--- src/rtl/mux_select_scanner.sv ---
// mux_select_scanner: walks the 3-bit select bus of an 8:1 mux through
// channels 0..7. It waits SETTLE_CYCLES clocks on each channel, samples mux_y,
// and assembles the eight samples into a byte. The byte is offered downstream
// with a valid/ready handshake. Supports one-shot and continuous scanning.
// Optional feature: define MUX_SCAN_PARITY_EN to add the registered
// word_parity output (^word).
module mux_select_scanner #(
  parameter int SETTLE_CYCLES = 2,
  parameter int CNT_W         = 8
) (
  input  logic       clk,
  input  logic       rst_n,
  input  logic       start,
  input  logic       continuous,
  output logic [2:0] sel,
  input  logic       mux_y,
  output logic [7:0] word,
  output logic       word_valid,
  input  logic       word_ready,
  output logic       busy,
  output logic       overrun
`ifdef MUX_SCAN_PARITY_EN
  ,
  output logic       word_parity
`endif
);

  typedef enum logic [1:0] {
    IDLE   = 2'd0,
    SETTLE = 2'd1,
    SAMPLE = 2'd2,
    DONE   = 2'd3
  } state_t;

  // With zero settle time each channel goes straight to SAMPLE.
  localparam bit NO_SETTLE = (SETTLE_CYCLES == 0);
  localparam logic [CNT_W-1:0] CNT_LAST =
    NO_SETTLE ? '0 : CNT_W'(SETTLE_CYCLES - 1);

  state_t           state;
  state_t           next_state;
  logic [CNT_W-1:0] cnt;
  logic [7:0]       shift;

  assign busy = (state != IDLE);

  // State register; reset abandons any scan in progress.
  always_ff @(posedge clk or negedge rst_n) begin
    if (!rst_n) state <= IDLE;
    else        state <= next_state;
  end

  // Next-state logic; scan entry skips SETTLE when no settle time is configured.
  always_comb begin
    next_state = state;
    case (state)
      IDLE: begin
        if (start) begin
          if (NO_SETTLE) next_state = SAMPLE;
          else           next_state = SETTLE;
        end
      end
      SETTLE: begin
        if (cnt == CNT_LAST) next_state = SAMPLE;
      end
      SAMPLE: begin
        if (sel == 3'd7)    next_state = DONE;
        else if (NO_SETTLE) next_state = SAMPLE;
        else                next_state = SETTLE;
      end
      DONE: begin
        if (!continuous)    next_state = IDLE;
        else if (NO_SETTLE) next_state = SAMPLE;
        else                next_state = SETTLE;
      end
      default: next_state = IDLE;
    endcase
  end

  // Select bus, settle counter and sample shift register; sel returns to 0 only through DONE.
  always_ff @(posedge clk or negedge rst_n) begin
    if (!rst_n) begin
      sel   <= 3'd0;
      cnt   <= '0;
      shift <= 8'h00;
    end else begin
      case (state)
        IDLE: begin
          if (start) begin
            sel <= 3'd0;
            cnt <= '0;
          end
        end
        SETTLE: begin
          cnt <= cnt + CNT_W'(1);
        end
        SAMPLE: begin
          shift[sel] <= mux_y;
          if (sel != 3'd7) begin
            sel <= sel + 3'd1;
            cnt <= '0;
          end
        end
        DONE: begin
          sel <= 3'd0;
          cnt <= '0;
        end
        default: begin
          sel <= 3'd0;
          cnt <= '0;
        end
      endcase
    end
  end

  // Output word, handshake and sticky overrun; a DONE load may coincide with a consume.
  always_ff @(posedge clk or negedge rst_n) begin
    if (!rst_n) begin
      word        <= 8'h00;
      word_valid  <= 1'b0;
      overrun     <= 1'b0;
`ifdef MUX_SCAN_PARITY_EN
      word_parity <= 1'b0;
`endif
    end else begin
      if ((state == IDLE) && start) overrun <= 1'b0;
      if (state == DONE) begin
        if (!word_valid || word_ready) begin
          word        <= shift;
          word_valid  <= 1'b1;
`ifdef MUX_SCAN_PARITY_EN
          word_parity <= ^shift;
`endif
        end else begin
          overrun <= 1'b1;
        end
      end else if (word_valid && word_ready) begin
        word_valid <= 1'b0;
      end
    end
  end

endmodule

--- config.mk ---
export PLATFORM = sky130hd
export DESIGN_NAME = mux_select_scanner
export DESIGN_NICKNAME = d
export VERILOG_FILES = /design/src/rtl/mux_select_scanner.sv
export SDC_FILE = /design/constraint.sdc
export NUM_CORES = 1
export LEC_CHECK = 0
export ABC_AREA = 1
export CAP_MARGIN = 15
export CORE_MARGIN = 2
export CORE_UTILIZATION = 50
export DETAILED_ROUTE_END_ITERATION = 10
export PLACE_DENSITY = 0.73
export SYNTH_ARGS = -nofsm -noshare
export SYNTH_HDL_FRONTEND = slang
export SYNTH_SLANG_ARGS = --single-unit
--- constraint.sdc ---
create_clock -name clk -period 3.25 [get_ports clk]
set_input_delay 0.8125 -clock clk [delete_from_list [all_inputs] [get_ports clk]]
set_output_delay 0.8125 -clock clk [all_outputs]
set_load 0.01 [all_outputs]
==> Word-level counts from Yosys, hierarchy flattened <==
Cells that the tools add are included.
{ "op_classes": {"n_lt_le_gt_ge": 2, "add_sub_neg": 2, "div_mod_pow": 0, "bitwise": 0, "reduce_logical": 14, "n_mul": 0, "n_eq_ne": 10, "shifts": 0, "n_mux": 20} }
{ "ops": {"columns": ["operator", "n"], "rows": [
  ["$pmux 8 s4", 1],
  ["$mux 8", 2],
  ["$pmux 3 s3", 1],
  ["$add 8x1->8 const B", 1],
  ["$bwmux 8", 1],
  ["$eq 8x1->1 const B", 1],
  ["$mux 1", 8],
  ["$pmux 2 s4", 1],
  ["$reduce_and 2->1", 4],
  ["$mux 2", 3],
  ["$mux 3", 2],
  ["$ne 2x2->1 const B", 3],
  ["$eq 2x2->1 const B", 2],
  ["$lt 3x4->1 const B", 1],
  ["$reduce_bool 2->1", 2],
  ["$add 3x1->3 const B", 1],
  ["$demux 1 s3", 1],
  ["$eq 3x3->1 const B", 1],
  ["$ge 3x1->1 const B", 1],
  ["$logic_and 1x1->1", 3],
  ["$ne 3x3->1 const B", 1],
  ["$reduce_and 3->1", 1],
  ["$reduce_bool 3->1", 1],
  ["$eq 2x1->1 const B", 1],
  ["4 further kinds", 4]
]} }
{ "word_totals": {"rom_bits": 0, "register_bits": 31, "memories": 0, "ramBits": 0, "in_bits": 6, "latch_bits": 0, "output_inout_bits": 14} }

==> Depth between registers and ports, before layout <==
{ "depth": {"ltp_word": 5, "mapped_depth": 9, "depth_no_buf": 9} }

==> Worst setup path after synthesis <==
No wires, ideal clock.
{ "synth_timing": {"kind": "reg2out", "startpoint": "reg state[0]", "endpoint": "out busy", "path_stages_with_launch": 4, "path_buffers": 0, "setup_slack_ps": 1600, "arrival_time_ps": 838, "path_cell_list": "dfrtp_1 -> inv_1 -> ha_1 -> inv_1"} }
{ "synth_via": {"elab_chain_len": 1} }
{ "synth_rtl": {"columns": ["item", "line_no", "text"], "rows": [
  ["start: declaration", "40", "state_t state;"],
  ["start signal: assignment", "50", "else state <= next_state;"],
  ["$reduce_bool 2->1", "45", "assign busy = (state != IDLE);"],
  ["end: declaration", "20", "output logic busy,"]
]} }
No other way between the ends.

==> Worst setup path after layout <==
Same ends and word-level chain as after synthesis.

==> run summary <==
Final worst setup slack -> 647 ps
CP Data Arrival Time -> 1790 ps
Synth area leader -> dfrtp_1
FMAX -> 0.384 GHz
DP Wirelength -> 2.27 mm
DRC viols -> 0
Routed WL per cell -> 13.2 um
Top cell type's share of synthesized area -> 0.497
Max transition margin -> 0.742
Leakage Power -> 0.000854 uW
CP Cell Sequence -> inv_1, ha_1, inv_1, clkdlybuf4s50_1
Gr ovfl total -> 0
First-pass DRT Iterations -> 4
CORE AREA -> 3000 um^2
Area grow syn2layout -> 19.0%
PD cells -> 759 nW/um^2
Top cell by count, worst path -> inv_1
VDD IR-drop max -> 0.404 mV
Final WL -> 3.07 mm
Worst-Skew Late Latency -> 340 ps
Syn nets -> 188
Register bit total from synthesis -> 31
Synth area leaders -> dfrtp_1 50%, nand2_1 8.4%, ha_1 8.0%, inv_1 5.3%, mux2_2 5.1%
Cell Rows -> 20
Max_cap viols -> 0
Worst-Margin Slew -> 386 ps
Vias in the first global route -> 1235
Netlist cell types -> 23
Switching share of power -> 0.396
EDFF count, synth -> 0
Status -> finished clean
Internal -> 851 uW
Final #Nets -> 215
Seq pwr share -> 0.418
Routed vias/inst -> 5.39
Clock Skews -> 4.13 ps
CTS Buf Count -> 5
Crit Reg-Reg Endpoint -> cnt[2]
Worst-path clk slew -> 100 ps
# IOs -> 20
Reg-to-Reg Start -> state[0]
Register area share after synthesis -> 0.497
Util after Layout -> 0.618
Die footprint -> 3580 um^2
Via total after detailed routing -> 1256
Switching power of the nets -> 558 uW
CP startpoint kind -> register
Fraction of registers with async set/reset -> 1.00
Setup bufs post-CTS -> 0
Tmin final -> 2600 ps
Hold Vio Cnt, Final -> 0
Post_cts resized -> 0
Worst Hold Depth -> 2
Mapped Area -> 1560 um^2
Sink Count -> 31
Post-Syn Area per Cell -> 9.07 um^2
Final ANT Viol Nets -> 0
Synthesized instance count -> 172
Critical path type -> reg2out
RD Place Congestion -> 0.857
Comb power frac -> 0.424
Most frequent cells after synthesis -> 35 x nand2_1, 31 x dfrtp_1, 22 x inv_1
Post-CTS Hold Fix Bufs -> 0
CP peak stage delay -> 530 ps
Die width -> 59.9 um
Starting Density -> 0.520
Critical path buffer and inverter count -> 3
Largest net degree at the start of global routing -> 32
H-tree depth -> 2
Crit share post-route -> 0.801
Ys flop type -> dfrtp_1
Clock tree root buffer cell -> clkbuf_4
Data required time of the worst path -> 2440 ps
Gr usage total -> 0.204
Critical Path Fanout Max -> 7
Critical path's top delay family -> buffers and inverters
Worst Reg-to-Reg Cells -> 7
Synth warnings -> 0
Unrepaired setup endpoints after global routing -> false
HP Class -> reg2reg
Count leader, synth -> nand2_1
Layout cells sized above 1 -> 0.120
Worst-case clock buffer depth -> 2
Min-delay src -> overrun
First-pass GRT wire length -> 5.32 mm
Max-slew violation count -> 0
CTS tree -> built
Place WS -> 1040 ps
Setup violations, final -> 0
Reg2reg setup slack -> 1640 ps
Clock power share -> 0.158
Initial antenna violation count -> 0
Setup TNS -> 0 ps
Hold EP -> overrun
PortBufs -> 19
CP max-delay cell -> clkdlybuf4s50_1
Overall die height -> 59.9 um
# diodes -> 0
CP endpoint kind -> primary output
Initial drt markers -> 37
[metrics by stage]
| stage | hold WS, ps | cell area [um^2] | std cells | power [uW] |
|---|---|---|---|---|
| 2_1_floorplan | 455 | 1560 | 172 | 947 |
| 3_3_place_gp | 470 | 1800 | 225 | 1160 |
| 3_5_place_dp | 487 | 1800 | 225 | 1190 |
| 4_1_cts | 511 | 1860 | 233 | 1420 |
| 5_1_grt | 525 | 1860 | 233 | 1530 |
| 6_report | 505 | 1860 | 233 | 1410 |
[metal layers]
layer / track usage / part of all wire / up-vias
li1: - / - / 619
met1: 0.223 / 0.42 / 612
met2: 0.334 / 0.52 / 20
met3: 0.0801 / 0.042 / 5
met4: 0.121 / 0.018 / 0
met5: 0 / 0 / -
[power by group through the flow]
stage | registers [uW] | clock network (uW) | logic (uW)
finish | 588 | 223 | 598
global route | 607 | 246 | 676
CTS | 588 | 230 | 604
detailed placement | 596 | 0 | 598
global placement | 587 | 0 | 575
floorplan | 607 | 0 | 340
[tightest hold or removal path, cell delays in order (launching register included)]
cell	delay, ps
dfrtp_1	350
o21ai_0	80
nand2_1	50
[how the worst max path moves through the flow]
stage | from | to | slack (ps) | cells after the start
floorplan | state[0] | busy | 1600 | 3
global placement | state[0] | busy | 1090 | 4
detailed placement | state[0] | busy | 1040 | 4
CTS | state[0] | busy | 650 | 4
global route | state[0] | busy | 540 | 4
finish | state[0] | busy | 650 | 4
[cell usage in the layout, fill, tap and decap left out, types with 2 or more instances in the layout]
cell             netlist  final
nand2_1               35     35
dfrtp_1               31     31
inv_1                 22     22
clkdlybuf4s50_1        0     19
nand3_1               12     12
nor2_1                12     12
o21ai_0               10     10
ha_1                  10     10
a21oi_1                9      9
mux2_2                 7      7
a31oi_1                6      6
clkbuf_4               0      5
nand4_1                4      4
nand2_2                3      3
clkinv_2               1      2
clkinvlp_4             0      2
[flip-flops by register name, indices dropped and copies added, names as in the netlist]
register and flops:
shift 8, word 8, state 2, overrun 1
word_valid 1, cnt 8, sel 3
[kinds of logic (layout without fill, tap and decap cells)]
kind of cell	Yosys count	after routing	share of synthesized area
AO/OA/AOI/OAI	27	27	0.0922
XOR/XNOR	1	1	0.00561
adder cells (fa/ha/maj)	10	10	0.0802
buffers and inverters	24	52	0.0585
flip-flops	31	31	0.497
multiplexers	7	7	0.0505
AND/OR/NAND/NOR	72	72	0.216
[layout make-up]
type                       count  area [um^2]
tap                           33         41.3
clock buffer                   5         37.5
fill                         265         1150
timing repair buffer          20          198
clock inverter                 3         20.0
sequential                    31          776
inverter                      24         91.3
multi-input combinational    117          693
Power figures use the tool's default switching activity.
==> RTL edit 1: new RTL, config.mk and constraints unchanged <==
Register the output `overrun` once more, cleared by the reset; this adds one clock of latency there. The other outputs are not delayed to match.
--- a/src/rtl/mux_select_scanner.sv
+++ b/src/rtl/mux_select_scanner.sv
@@ -37,4 +37,6 @@
   localparam logic [CNT_W-1:0] CNT_LAST =
     NO_SETTLE ? '0 : CNT_W'(SETTLE_CYCLES - 1);
+
+  logic overrun_s0;
 
   state_t           state;
@@ -119,10 +121,10 @@
       word        <= 8'h00;
       word_valid  <= 1'b0;
-      overrun     <= 1'b0;
+      overrun_s0  <= 1'b0;
 `ifdef MUX_SCAN_PARITY_EN
       word_parity <= 1'b0;
 `endif
     end else begin
-      if ((state == IDLE) && start) overrun <= 1'b0;
+      if ((state == IDLE) && start) overrun_s0 <= 1'b0;
       if (state == DONE) begin
         if (!word_valid || word_ready) begin
@@ -133,5 +135,5 @@
 `endif
         end else begin
-          overrun <= 1'b1;
+          overrun_s0 <= 1'b1;
         end
       end else if (word_valid && word_ready) begin
@@ -141,4 +143,12 @@
   end
 
+  always_ff @(posedge clk or negedge rst_n) begin
+    if (!rst_n) begin
+      overrun <= '0;
+    end else begin
+      overrun <= overrun_s0;
+    end
+  end
+
 endmodule
 
Check against the original RTL: no difference found for any inputs over 10 cycles, from zero or initial values and one cycle with rst_n low; that may be too few to reach the edited logic, so the function may still have changed.
==> RTL edit 1 against the unedited design <==
Non-clock buffer count did not move. Hold slack worse by 110 ps. Synthesized cell count up 0.58%. Wire length shrank 4.3%. Cell area grew 2.4%. Synthesized area rose by 1.6%. Clock power is 7% higher. Sequential share of layout area up 0.35 points. Worst setup slack gained 22 ps. Power grew 1.6%. Sequential cell count grew 1. Combinational power fell by 2%. Critical path type unchanged. Highest routed layer unchanged.
==> RTL edit 1: results (changes against the unedited design) <==
outcome: "completed"
seq_share: 0.421  # +0.00354
fill_cells: 273  # +3.0%
synthAdderAreaFrac: 0.0789  # -0.00127
wire_per_inst_um: 12.0  # -9.0%
grt_first_pass_wirelength_mm: 5.24  # -1.5%
finalNetCount: 216  # +0.47%
use_met1: 0.266  # +0.0432
cp_data_arrival_time_ps: 1770  # -20 ps
routed_wl_mm: 2.94  # -4.3%
dr_wl_met3_um: 204  # +59%
drive_gt1_frac: 0.114  # -0.00557
ys_seq_elements: 32  # +3.2%
synth_xor_area_frac: 0.00552  # -0.0000886
met2_usage: 0.304  # -0.0295
clock_latency_ps: 330
postSynthCellCount: 173  # +0.58%
wl_met1_mm: 1.32  # +2.4%
use_met3: 0.0649  # -0.0152
dp_cells: 237  # +5.3%
met2_length_mm: 1.37  # -14%
clock-skew-final_ps: 7.51  # +3.37 ps
p_leak_nw: 0.872  # +2.1%
placed_cell_area_um2: 1840  # +2.2%
drtIter0Drc: 39  # +5.4%
slowest_delay_ps: 530  # about the same
first_global_vias: 1174  # -4.9%
track_usage: 0.198  # -0.00608
clk_share: 0.0329  # +0.00192
critPathLaunch: "state[0]$_DFFE_PN0P_"
multi_input_area_share: 0.365  # -0.00860
cts_tree: "built"
slew_headroom: 0.733  # -0.00934
synth_compound_area_frac: 0.0908  # -0.00146
power.share.clock: 0.167  # +0.009
taps: 44  # +33%
pre_cts_slack_ps: 1020  # -19.6 ps
p_int_mw: 0.890  # +4.6%
area_growth_pct: 19.9
vias: 1259  # +0.24%
synth_nets: 189  # +0.53%
htreeDepth: 2  # unchanged
powerDensity_nw_per_um2: 753  # -0.79%
synthTopCellsByArea: "dfrtp_1 51%, nand2_1 8.3%, ha_1 7.9%"
finalCritPeriodShare: 0.794  # -0.00686
clkbuf_count: 7  # +2
hpwl_mm: 2.18  # -3.7%
gp_congestion: 0.786  # -8.3%
synth_common_cells: "35 x nand2_1, 32 x dfrtp_1, 22 x inv_1"
seq_area_frac_synth: 0.505  # +0.00794
ir_drop_uv: 411  # +1.5%
RTL edit 1: changes by cell type in the layout (fill, tap and decap cells not counted), sizes merged:
cell / unedited run / this run
clkbuf: 5 / 7
clkinvlp: 2 / 1
dfrtp: 31 / 32
clkinv: 2 / 1
RTL edit 1: how the worst min path moves through the flow:
stage / from / depth (start not counted) / to / slack, ps
6_report: overrun_s0$_DFF_PN0_ / 0 / overrun$_DFF_PN0_ / 390
5_1_grt: overrun_s0$_DFF_PN0_ / 0 / overrun$_DFF_PN0_ / 410
4_1_cts: overrun_s0$_DFF_PN0_ / 0 / overrun$_DFF_PN0_ / 400
3_5_place_dp: overrun_s0$_DFF_PN0_ / 0 / overrun$_DFF_PN0_ / 380
3_3_place_gp: overrun_s0$_DFF_PN0_ / 0 / overrun$_DFF_PN0_ / 370
2_1_floorplan: overrun_s0$_DFF_PN0_ / 0 / overrun$_DFF_PN0_ / 350
==> RTL edit 2: new RTL, same flow settings <==
Made on the original files. Build with the macro `MUX_SCAN_PARITY_EN` defined.
--- a/src/rtl/mux_select_scanner.sv
+++ b/src/rtl/mux_select_scanner.sv
@@ -5,4 +5,6 @@
 // Optional feature: define MUX_SCAN_PARITY_EN to add the registered
 // word_parity output (^word).
+`define MUX_SCAN_PARITY_EN
+
 module mux_select_scanner #(
   parameter int SETTLE_CYCLES = 2,
Formal check against the unedited RTL (old outputs only; new: word_parity): equivalent (Yosys induction, for registers that start in step).
==> RTL edit 2 against the unedited design <==
Hold slack worse by 20 ps. Non-clock buffer count up 1. Clock power up 13%. Worst setup slack better by 320 ps. Final cell count up 21%. Sequential cell count up 1. Synthesized cell count up 22%. Power up 4.5%. Wire length up 3.6%. Synthesized area up 6.3%. Cell area up 6.4%. Sequential power up 3.9%. Largest power group is now sequential cells.
==> RTL edit 2: results (changes against the unedited design) <==
wl_met1_mm: 1.57  # +22%
holdCritStartpoint: "word[1]$_DFFE_PN0P_"
slew_headroom: 0.611  # -0.131
rr_startpoint: "sel[1]$_DFFE_PN0P_"
grt_max_degree: 33  # +3.1%
ys_types: 21  # -8.7%
routed_wl_mm: 3.18  # +3.6%
power.share.clock: 0.171  # +0.013
met2_length_mm: 1.35  # -16%
drive_gt1_frac: 0.0928  # -0.0272
fmax_ghz: 0.438  # +14%
synthAdderAreaFrac: 0.0302  # -0.0500
switchingPower_mw: 0.554  # -0.72%
outcome: "completed"
p_int_mw: 0.919  # +8.0%
track_usage: 0.199  # -0.00533
critPathMaxFanout: 4  # -3
finalNetCount: 247  # +15%
hpwl_mm: 2.32  # +2.3%
synth_nets: 220  # +17%
synth_common_cells: "70 x nand2_1, 32 x dfrtp_1, 31 x inv_1"
vias: 1444  # +15%
hold_ws_ps: 486  # -19.6 ps
grt_first_pass_wirelength_mm: 5.46  # +2.6%
regToRegSetupSlack_ps: 1660  # +20 ps
drtIter0Drc: 105  # +180%
-- RTL edit 2: cell type report --
type,count,area [um^2]
inverters,31,116
repair buffers,21,208
clock buffers,7,65.1
fillers,281,1130
multi-input cells,146,731
flip-flops and latches,32,801
well taps,44,55.1
-- RTL edit 2: stage by stage --
| stage | std cells | area (um^2) |
|---|---|---|
| 6_report | 281 | 1980 |
| 2_1_floorplan | 210 | 1660 |
| 3_5_place_dp | 274 | 1910 |
| 3_3_place_gp | 274 | 1910 |
| 5_1_grt | 281 | 1980 |
| 4_1_cts | 281 | 1980 |
-- RTL edit 2: final timing paths --
path / endpoint / cells past startpoint
setup reg to reg: sel[2]$_DFFE_PN0P_ / 7
setup / recovery: busy / 3
min in group asynchronous: cnt[5]$_DFFE_PN0P_ / 2
hold reg to reg: word[1]$_DFFE_PN0P_ / 2
max in group asynchronous: word[1]$_DFFE_PN0P_ / 2
hold / removal: word[1]$_DFFE_PN0P_ / 2
